### src/rtl/lector_teclado_if.sv
// Keypad bus: row sense lines in, column drive and decoded key out.
// Combinational bundle only, so it adds no latency.
// No backpressure: valido is a one-clk strobe that the consumer must take.
interface lector_teclado_if;
    logic [3:0] filas;
    logic [3:0] columnas;
    logic [3:0] tecla;
    logic       valido;
    logic       presionada;

    modport master (
        input  filas,
        output columnas,
        output tecla,
        output valido,
        output presionada
    );

    modport slave (
        output filas,
        input  columnas,
        input  tecla,
        input  valido,
        input  presionada
    );
endinterface

### src/rtl/lector_teclado.sv
// 4x4 matrix keypad scanner with tick-based press/release debounce.
// Latency: DEB_TICKS scan ticks from the first low sample to valido (plus 2 clk sync).
// No backpressure: valido is a single-clk strobe; tecla holds until the next press.
module lector_teclado #(
    parameter int SCAN_DIV  = 50000,
    parameter int DEB_TICKS = 4
) (
    input  logic         clk,
    input  logic         rst,
    lector_teclado_if.master bus
);
    localparam int CW = (SCAN_DIV > 1) ? $clog2(SCAN_DIV) : 1;

    typedef enum logic [1:0] {BARRIDO, REBOTE, SOSTENIDA} estado_t;

    logic [3:0]    filas_m, filas_s;
    logic [CW-1:0] div;
    logic          tick;

    estado_t       estado, estado_n;
    logic [1:0]    col, col_n;
    logic [1:0]    fila, fila_n;
    logic [3:0]    cuenta, cuenta_n;
    logic [3:0]    tecla_q, tecla_n;
    logic          valido_q, valido_n;
    logic          pres_q, pres_n;

    logic          hay_baja;
    logic [1:0]    fila_baja;
    logic          fila_sel_alta;

    // Rows idle high, so the synchronizer resets to all-ones to avoid a false press.
    always_ff @(posedge clk or posedge rst) begin
        if (rst) begin
            filas_m <= 4'hF;
            filas_s <= 4'hF;
        end else begin
            filas_m <= bus.filas;
            filas_s <= filas_m;
        end
    end

    assign tick = (div == CW'(SCAN_DIV - 1));

    always_ff @(posedge clk or posedge rst) begin
        if (rst)       div <= '0;
        else if (tick) div <= '0;
        else           div <= div + 1'b1;
    end

    always_comb begin
        hay_baja  = ~&filas_s;
        fila_baja = 2'd0;
        for (int i = 3; i >= 0; i--) begin
            if (!filas_s[i]) fila_baja = 2'(i);
        end
    end

    assign fila_sel_alta = filas_s[fila];

    always_ff @(posedge clk or posedge rst) begin
        if (rst) begin
            estado   <= BARRIDO;
            col      <= 2'd0;
            fila     <= 2'd0;
            cuenta   <= 4'd0;
            tecla_q  <= 4'd0;
            valido_q <= 1'b0;
            pres_q   <= 1'b0;
        end else begin
            estado   <= estado_n;
            col      <= col_n;
            fila     <= fila_n;
            cuenta   <= cuenta_n;
            tecla_q  <= tecla_n;
            valido_q <= valido_n;
            pres_q   <= pres_n;
        end
    end

    always_comb begin
        estado_n = estado;
        col_n    = col;
        fila_n   = fila;
        cuenta_n = cuenta;
        tecla_n  = tecla_q;
        valido_n = 1'b0;
        pres_n   = pres_q;
        if (tick) begin
            unique case (estado)
                BARRIDO: begin
                    if (hay_baja) begin
                        fila_n   = fila_baja;
                        cuenta_n = 4'd1;
                        estado_n = REBOTE;
                    end else begin
                        col_n = col + 2'd1;
                    end
                end
                REBOTE: begin
                    if (fila_sel_alta) begin
                        cuenta_n = 4'd0;
                        col_n    = col + 2'd1;
                        estado_n = BARRIDO;
                    end else if (cuenta == 4'(DEB_TICKS - 1)) begin
                        cuenta_n = 4'd0;
                        tecla_n  = {fila, col};
                        valido_n = 1'b1;
                        pres_n   = 1'b1;
                        estado_n = SOSTENIDA;
                    end else begin
                        cuenta_n = cuenta + 4'd1;
                    end
                end
                SOSTENIDA: begin
                    // Count reused as the consecutive-release counter.
                    if (!fila_sel_alta) begin
                        cuenta_n = 4'd0;
                    end else if (cuenta == 4'(DEB_TICKS - 1)) begin
                        cuenta_n = 4'd0;
                        pres_n   = 1'b0;
                        col_n    = col + 2'd1;
                        estado_n = BARRIDO;
                    end else begin
                        cuenta_n = cuenta + 4'd1;
                    end
                end
                default: estado_n = BARRIDO;
            endcase
        end
    end

    assign bus.columnas   = ~(4'b0001 << col);
    assign bus.tecla      = tecla_q;
    assign bus.valido     = valido_q;
    assign bus.presionada = pres_q;
endmodule

### src/flat_wrapper.sv
// flat-port wrapper written by rule: the top's interface ports become plain ports
module lector_teclado_flat 
#(
    parameter int SCAN_DIV  = 50000,
    parameter int DEB_TICKS = 4
)
  (clk, rst, bus_filas, bus_columnas, bus_tecla, bus_valido, bus_presionada);
  lector_teclado_if bus_i ();
  input  logic clk;
  input  logic rst;
  input wire logic [$bits(bus_i.filas)-1:0] bus_filas;
  output wire logic [$bits(bus_i.columnas)-1:0] bus_columnas;
  output wire logic [$bits(bus_i.tecla)-1:0] bus_tecla;
  output wire logic [$bits(bus_i.valido)-1:0] bus_valido;
  output wire logic [$bits(bus_i.presionada)-1:0] bus_presionada;
  assign bus_i.filas = bus_filas;
  assign bus_columnas = bus_i.columnas;
  assign bus_tecla = bus_i.tecla;
  assign bus_valido = bus_i.valido;
  assign bus_presionada = bus_i.presionada;
  lector_teclado #(.SCAN_DIV(SCAN_DIV), .DEB_TICKS(DEB_TICKS)) u_core (.clk(clk), .rst(rst), .bus(bus_i));
endmodule
### config.mk
export PLATFORM = sky130hd
export DESIGN_NAME = lector_teclado_flat
export DESIGN_NICKNAME = d
export VERILOG_FILES = /design/src/rtl/lector_teclado_if.sv /design/src/rtl/lector_teclado.sv /design/src/flat_wrapper.sv
export SDC_FILE = /design/constraint.sdc
export NUM_CORES = 1
export LEC_CHECK = 0
export BUFFER_PORTS_ARGS = -buffer_cell sky130_fd_sc_hd__buf_2
export CORE_MARGIN = 5
export CORE_UTILIZATION = 30
export CTS_CLUSTER_DIAMETER = 80
export CTS_CLUSTER_SIZE = 8
export DETAILED_ROUTE_END_ITERATION = 10
export SETUP_SLACK_MARGIN = 0.1
export SKIP_LAST_GASP = 1
export SYNTH_ARGS = -nofsm -noshare
export SYNTH_HDL_FRONTEND = slang
export SYNTH_SLANG_ARGS = --single-unit
export TNS_END_PERCENT = 20
### constraint.sdc
create_clock -name clk -period 2.12 [get_ports clk]
set_clock_uncertainty 0.05 [all_clocks]
set_input_delay 0.212 -clock clk [delete_from_list [all_inputs] [get_ports clk]]
set_output_delay 0.212 -clock clk [all_outputs]
set_load 0.005 [all_outputs]
==> impl_metrics.ini, run 1 <==
[die]
start_util_pct = 30.6
io_pins = 16
die_x_um = 90.2
dieHeight_um = 90.2
coreArea_sq_um = 6310
die_area_sq_um = 8140
rows = 29

[route]
drtIter0Drc = 26
drcViolationCount = 0
dr.pass1.iters = 4
ant_nets = 0
dr_total_vias = 1354
wl_per_cell_um = 12.4
post_drt_via_cell_ratio = 4.67
totalWireLength_um = 3600

[yosys]
yosys_warnings = 0
ys_ff_latch = 40
synth.distinct_cells = 42
syn_area_per_cell_sq_um = 12.1
syn-cell-area_sq_um = 1930
seq_area_frac_synth_pct = 52.3
syn_nets = 176
synthCells = 160
synth_edf_count = 0
synth_flop_cell = dfrtp_1
synthArstFlopShare_pct = 100

[outcome]
status = complete, but fails checks
violations = setup timing

[clock_network]
clk_pin_slew_ns = 0.09
clock_sinks = 40
clk_latency_ns = 0.29
cts_made_buffers = 5
cts_setup_buffers = 0
cts.path.max_buffers = 2
cts_tree = yes
root_buffer = clkbuf_8
cts_max_level = 2

[cells_and_area]
final_core_util_pct = 39.5
final_nets = 228
synthToLayoutAreaGrowth_pct = 29.1
fin_cells = 290
layout-drive-gt1-share_pct = 34.7
diodes = 0
n_fill_cell = 616

[run]
max_cap_violations = 0

[worst_setup_path]
crit_path_end_kind = flop
arrival_ns = 2.31
crit_top_cell = or4_4
cp_slowest_cell = or4_4
cp_max_fo = 5
crit_required_ns = 2.26
crit_type = reg -> reg
startpoint_type = flop
max_stage_delay_ns = 0.53
path_cells = or4_4 -> or4_4 -> nor3_4 -> mux2_2

[place]
dpl.cell_count = 277
io_buffers = 15
dpl.hpwl_um = 2620
globalplace.congestion = 0.764

[global_route]
antenna_found_initial = 0
grt_overflow = 0
grt_max_degree = 41
grt_pass1_vias = 1427
globalRouteTotalUtil_pct = 9.68
grt_pass1_wl_um = 6600

[timing]
final_hold_viol_count = 0
grt_setup_unrepaired = yes
tightest_slew_ns = 0.501
fmax_ghz = 0.461
slew_headroom_pct = 66.3
final-setup-viol-count = 7
drv_slew = 0
setup_tns_ns = -0.252
fin_crit_sh_pct = 102
min_period_ns = 2.17
fin_ws_ns = -0.0502
hold_slack_ns = 0.307

[hold_path]
hp-class = reg -> reg

[power]
ir_drop_mv = 0.455
power_density_nw_per_um2 = 585
finalPower_mw = 1.46
leakage_nw = 1.18
==> layout by cell type (no fill, tap or decap), types with 7 or more instances in the layout <==
cell     netlist  final
buf_2          0     15
buf_4          0     27
ha_1          10     10
nand4_1        7      7
dfstp_2        8      8
nor2_1        10     10
dfrtp_1       32     32
inv_1         12     12
nand3_1        8      8
xor2_1         9      9
==> metal layers <==
metal  track usage (%)  vias up  routed length, um
met5                 0        -                  0
met3              2.00        5                 71
met1              12.4      659               1800
li1                  -      676                  -
met2              15.8       14               1680
met4              4.09        0                 54
==> power breakdown <==
part           internal [mW]  total, mW  switching (mW)
combinational         0.0152     0.0366          0.0214
sequential             0.776      0.780         0.00414
clock                  0.355      0.642           0.287
total                   1.15       1.46           0.313
==> sequential cells by signal, indices dropped and copies added, names as in the netlist, 2 cells and up <==
| name | cells |
|---|---|
| u_core.div | 16 |
| u_core.cuenta | 4 |
| u_core.col | 2 |
| u_core.filas_m | 4 |
| u_core.estado | 2 |
| u_core.fila | 2 |
| u_core.filas_s | 4 |
| u_core.bus.tecla | 4 |
==> metrics by stage <==
stage               instance area (sq um)  worst slack, ns
CTS                                  2490          -0.0546
floorplan                            1930           -0.149
detailed placement                   2300           -0.179
global placement                     2300           -0.165
global route                         2490           -0.124
finish                               2490          -0.0502
==> cells in the mapped netlist (all sizes together) (5+ instances only) <==
cell,count,area share (%)
mux2,7,4.1
dfstp,8,11
nand2,5,0.97
ha,10,6.5
xnor2,5,2.3
nor2,10,1.9
nand3,8,2.1
dfrtp,32,41
nand4,7,2.3
xor2,9,4.1
inv,12,2.3
==> area by class of cell <==
cell class / count / area, sq um / share of cell area (%)
Sequential cell: 40 / 1010 / 40.5
Multi-Input combinational cell: 106 / 898 / 36.0
Timing Repair Buffer: 47 / 328 / 13.1
Tap cell: 77 / 96.3 / 3.86
Clock buffer: 5 / 68.8 / 2.76
Clock inverter: 3 / 46.3 / 1.86
Inverter: 12 / 45.0 / 1.81
==> critical path, delay by kind of cell, from the launching register on <==
kind	cells	cell delay [ns]
mux	1	0.37
simple gates	3	1.26
flops	1	0.38
==> worst paths after layout <==
kind | startpoint | to | slack, ns | cells past startpoint
max | u_core.div[13] | u_core.bus.tecla[1] | -0.05 | 4
min | u_core.filas_m[1] | u_core.filas_s[1] | 0.31 | 0
max reg2reg | u_core.div[13] | u_core.bus.tecla[1] | -0.05 | 4
min reg2reg | u_core.filas_m[1] | u_core.filas_s[1] | 0.31 | 0
max in group asynchronous | rst | u_core.filas_m[2] | 1.14 | 4
min in group asynchronous | rst | u_core.bus.tecla[2] | 0.52 | 4
==> logic make-up (layout without fill, tap and decap cells) <==
logic type | Yosys count | in the layout | synth area share, %
AO/OA/AOI/OAI | 16 | 16 | 7.19
XOR/XNOR | 14 | 14 | 6.35
adder cells (fa/ha/maj) | 10 | 10 | 6.48
buffers and inverters | 14 | 67 | 3.11
flip-flops | 40 | 40 | 52.3
multiplexers | 11 | 11 | 6.80
AND/OR/NAND/NOR | 55 | 55 | 17.7
==> timing repair <==
action / CTS / global route
resized for setup: 5 / 0
pin swaps: 2 / 0
hold buffers: 5 / 0
hold endpoints to repair: 24 / 0
endpoints found under the setup margin: 10 / 14
Power figures use the tool's default switching activity.
==> inputs of run 2 (changes only) <==
- PLACE_DENSITY: default -> 0.5
==> run 2 against run 1 <==
  * The run still ends with setup timing left
  * Global-route usage rose by 0.51 points
  * Worst hold slack improved by 0.0020 ns
  * Fmax fell by 3.6%
  * Worst setup slack got worse by 0.080 ns
  * First-iteration DRC count rose by 65%
  * Count of clock-buffer cells in the layout did not move
  * Non-clock buffer count rose by 5
  * Final cell count rose by 1.7%
  * Sequential cell count did not move
  * Die area did not move
  * Core utilization rose by 0.89 points
  * Largest power group unchanged
==> impl_metrics.ini, run 2 (synthesized netlist as in run 1, its figures left out) <==
[worst_setup_path]
path_cells = or4_4 -> or4_4 -> buf_6 -> nor3_4 -> buf_6 -> mux2_4
cp_max_fo = 5
r2r_cells = 6
r2r_start = u_core.div[13]
cp_slowest_cell = or4_4
max_stage_delay_ns = 0.53
startpoint_type = flop
crit_path_end_kind = flop
r2r-end = u_core.bus.tecla[3]
crit_type = reg -> reg
arrival_ns = 2.39
crit_required_ns = 2.26
r2r_slack_ns = -0.13

[cells_and_area]
final_cell_area_sq_um = 2550
diodes = 0
largest_reg_flops = 16
mostFrequentLayoutCell = dfrtp_1
final_core_util_pct = 40.4
largest-register = u_core.div
final_nets = 233
mostFrequentLayoutCells = dfrtp_1, buf_4, buf_2
layout-drive-gt1-share_pct = 37.2
synthToLayoutAreaGrowth_pct = 32.0

[power]
internal-power_mw = 1.03
sw_frac_of_total_pct = 23.5
power.share.clock_pct = 38.9
finalPower_mw = 1.34
leakage_nw = 1.20
ir_drop_mv = 0.348
p_seq_share_pct = 58.3
power.switching_mw = 0.315
power_density_nw_per_um2 = 525
power_frac_comb_pct = 2.8

[clock_network]
clk_pin_slew_ns = 0.08
cts_max_level = 2
clk_latency_ns = 0.30
cts_made_buffers = 5
cts.path.max_buffers = 2
clock_sinks = 40
cts_tree = yes
root_buffer = clkbuf_8

[global_route]
grt_pass1_vias = 1341
globalRouteTotalUtil_pct = 10.2
top_usage_layer = met2
grt.met1_usage_pct = 14.5
antenna_found_initial = 0
grt_overflow = 0
gr-usage-met3_pct = 2.59
grt_use_met2_pct = 14.7
grt_pass1_wl_um = 6670
grt_max_degree = 41

[die]
die_area_sq_um = 8140
rows = 29
dieHeight_um = 90.2
start_util_pct = 30.6
io_pins = 16
coreArea_sq_um = 6310
die_x_um = 90.2

[timing]
final-setup-viol-count = 7
tightest_slew_ns = 0.529
drv_slew = 0
slew_headroom_pct = 64.5
fin_ws_ns = -0.130
min_period_ns = 2.25
fmax_ghz = 0.444
fin_crit_sh_pct = 106
final_hold_viol_count = 0
setup_tns_ns = -0.678
hold_slack_ns = 0.309
grt_setup_unrepaired = yes

[hold_path]
min-delay-start = u_core.filas_m[1]
min_path_cells = 0
holdPathEnd = u_core.filas_s[1]
hp-class = reg -> reg

[route]
dr.pass1.iters = 4
drcViolationCount = 0
ant_nets = 0
post_drt_via_cell_ratio = 4.66
totalWireLength_um = 4010
drtIter0Drc = 43
dr_total_vias = 1375
wl_per_cell_um = 13.6

[outcome]
status = complete, but fails checks
violations = setup timing

[run]
max_cap_violations = 0

[place]
globalplace.congestion = 0.744
io_buffers = 15
dpl_cell_area_sq_um = 2320
dpl.hpwl_um = 2780
[run 2: changes by cell type in the layout (fill, tap and decap cells not counted), moves of 2 or more]
cell,change
mux2_2,-3
buf_6,+2
buf_4,+3
mux2_4,+4
[run 2: timing repair]
action | 4_1_cts | 5_1_grt
hold endpoints to repair | 28 | 0
buffers inserted | 0 | 2
setup endpoints to repair | 10 | 12
resized for setup | 3 | 10
pin swaps | 1 | 3
hold buffers | 5 | 0
[run 2: through the flow]
step,cells,setup WS [ns]
final,295,-0.130
after CTS,293,-0.151
after global routing,295,-0.177
after global placement,280,-0.180
after floorplan,160,-0.149
after detailed placement,280,-0.203
[run 2: how the worst max path moves through the flow]
stage,from,end,slack [ns],cells after the start
2_1_floorplan,u_core.div[11],u_core.col[1],-0.15,5
3_3_place_gp,u_core.div[13],u_core.bus.tecla[0],-0.18,5
3_5_place_dp,u_core.div[13],u_core.bus.tecla[0],-0.20,5
4_1_cts,u_core.div[13],u_core.col[1],-0.15,5
5_1_grt,u_core.div[13],u_core.bus.tecla[2],-0.18,6
6_report,u_core.div[13],u_core.bus.tecla[3],-0.13,6
[run 2: final cells by class]
| cell class | instances | area (sq um) |
|---|---|---|
| repair buffers | 52 | 373 |
| clock inverters | 3 | 23.8 |
| clock buffers | 5 | 68.8 |
| well taps | 77 | 96.3 |
| inverters | 12 | 45.0 |
| fillers | 634 | 3760 |
| flip-flops and latches | 40 | 1010 |
| multi-input cells | 106 | 932 |
[run 2: metal layers]
layer | vias up | wire length, um
met1 | 667 | 1980
met3 | 6 | 117
met4 | 0 | 65
met5 | - | 0
met2 | 18 | 1860
li1 | 684 | -
[run 2: power groups by stage]
| stage | sequential (mW) | combinational, mW | clock [mW] |
|---|---|---|---|
| after floorplan | 0.794 | 0.0182 | 0 |
| after global placement | 0.795 | 0.0316 | 0 |
| after detailed placement | 0.795 | 0.0318 | 0 |
| after CTS | 0.781 | 0.0391 | 0.547 |
| after global routing | 0.782 | 0.0446 | 0.575 |
| final | 0.781 | 0.0377 | 0.522 |
[run 2: worst max-delay path: cells and delay by family, from the launching register on]
kind / cells / cell delay, ns
buf+inv: 2 / 0.30
mux: 1 / 0.30
flops: 1 / 0.38
simple gates: 3 / 1.12
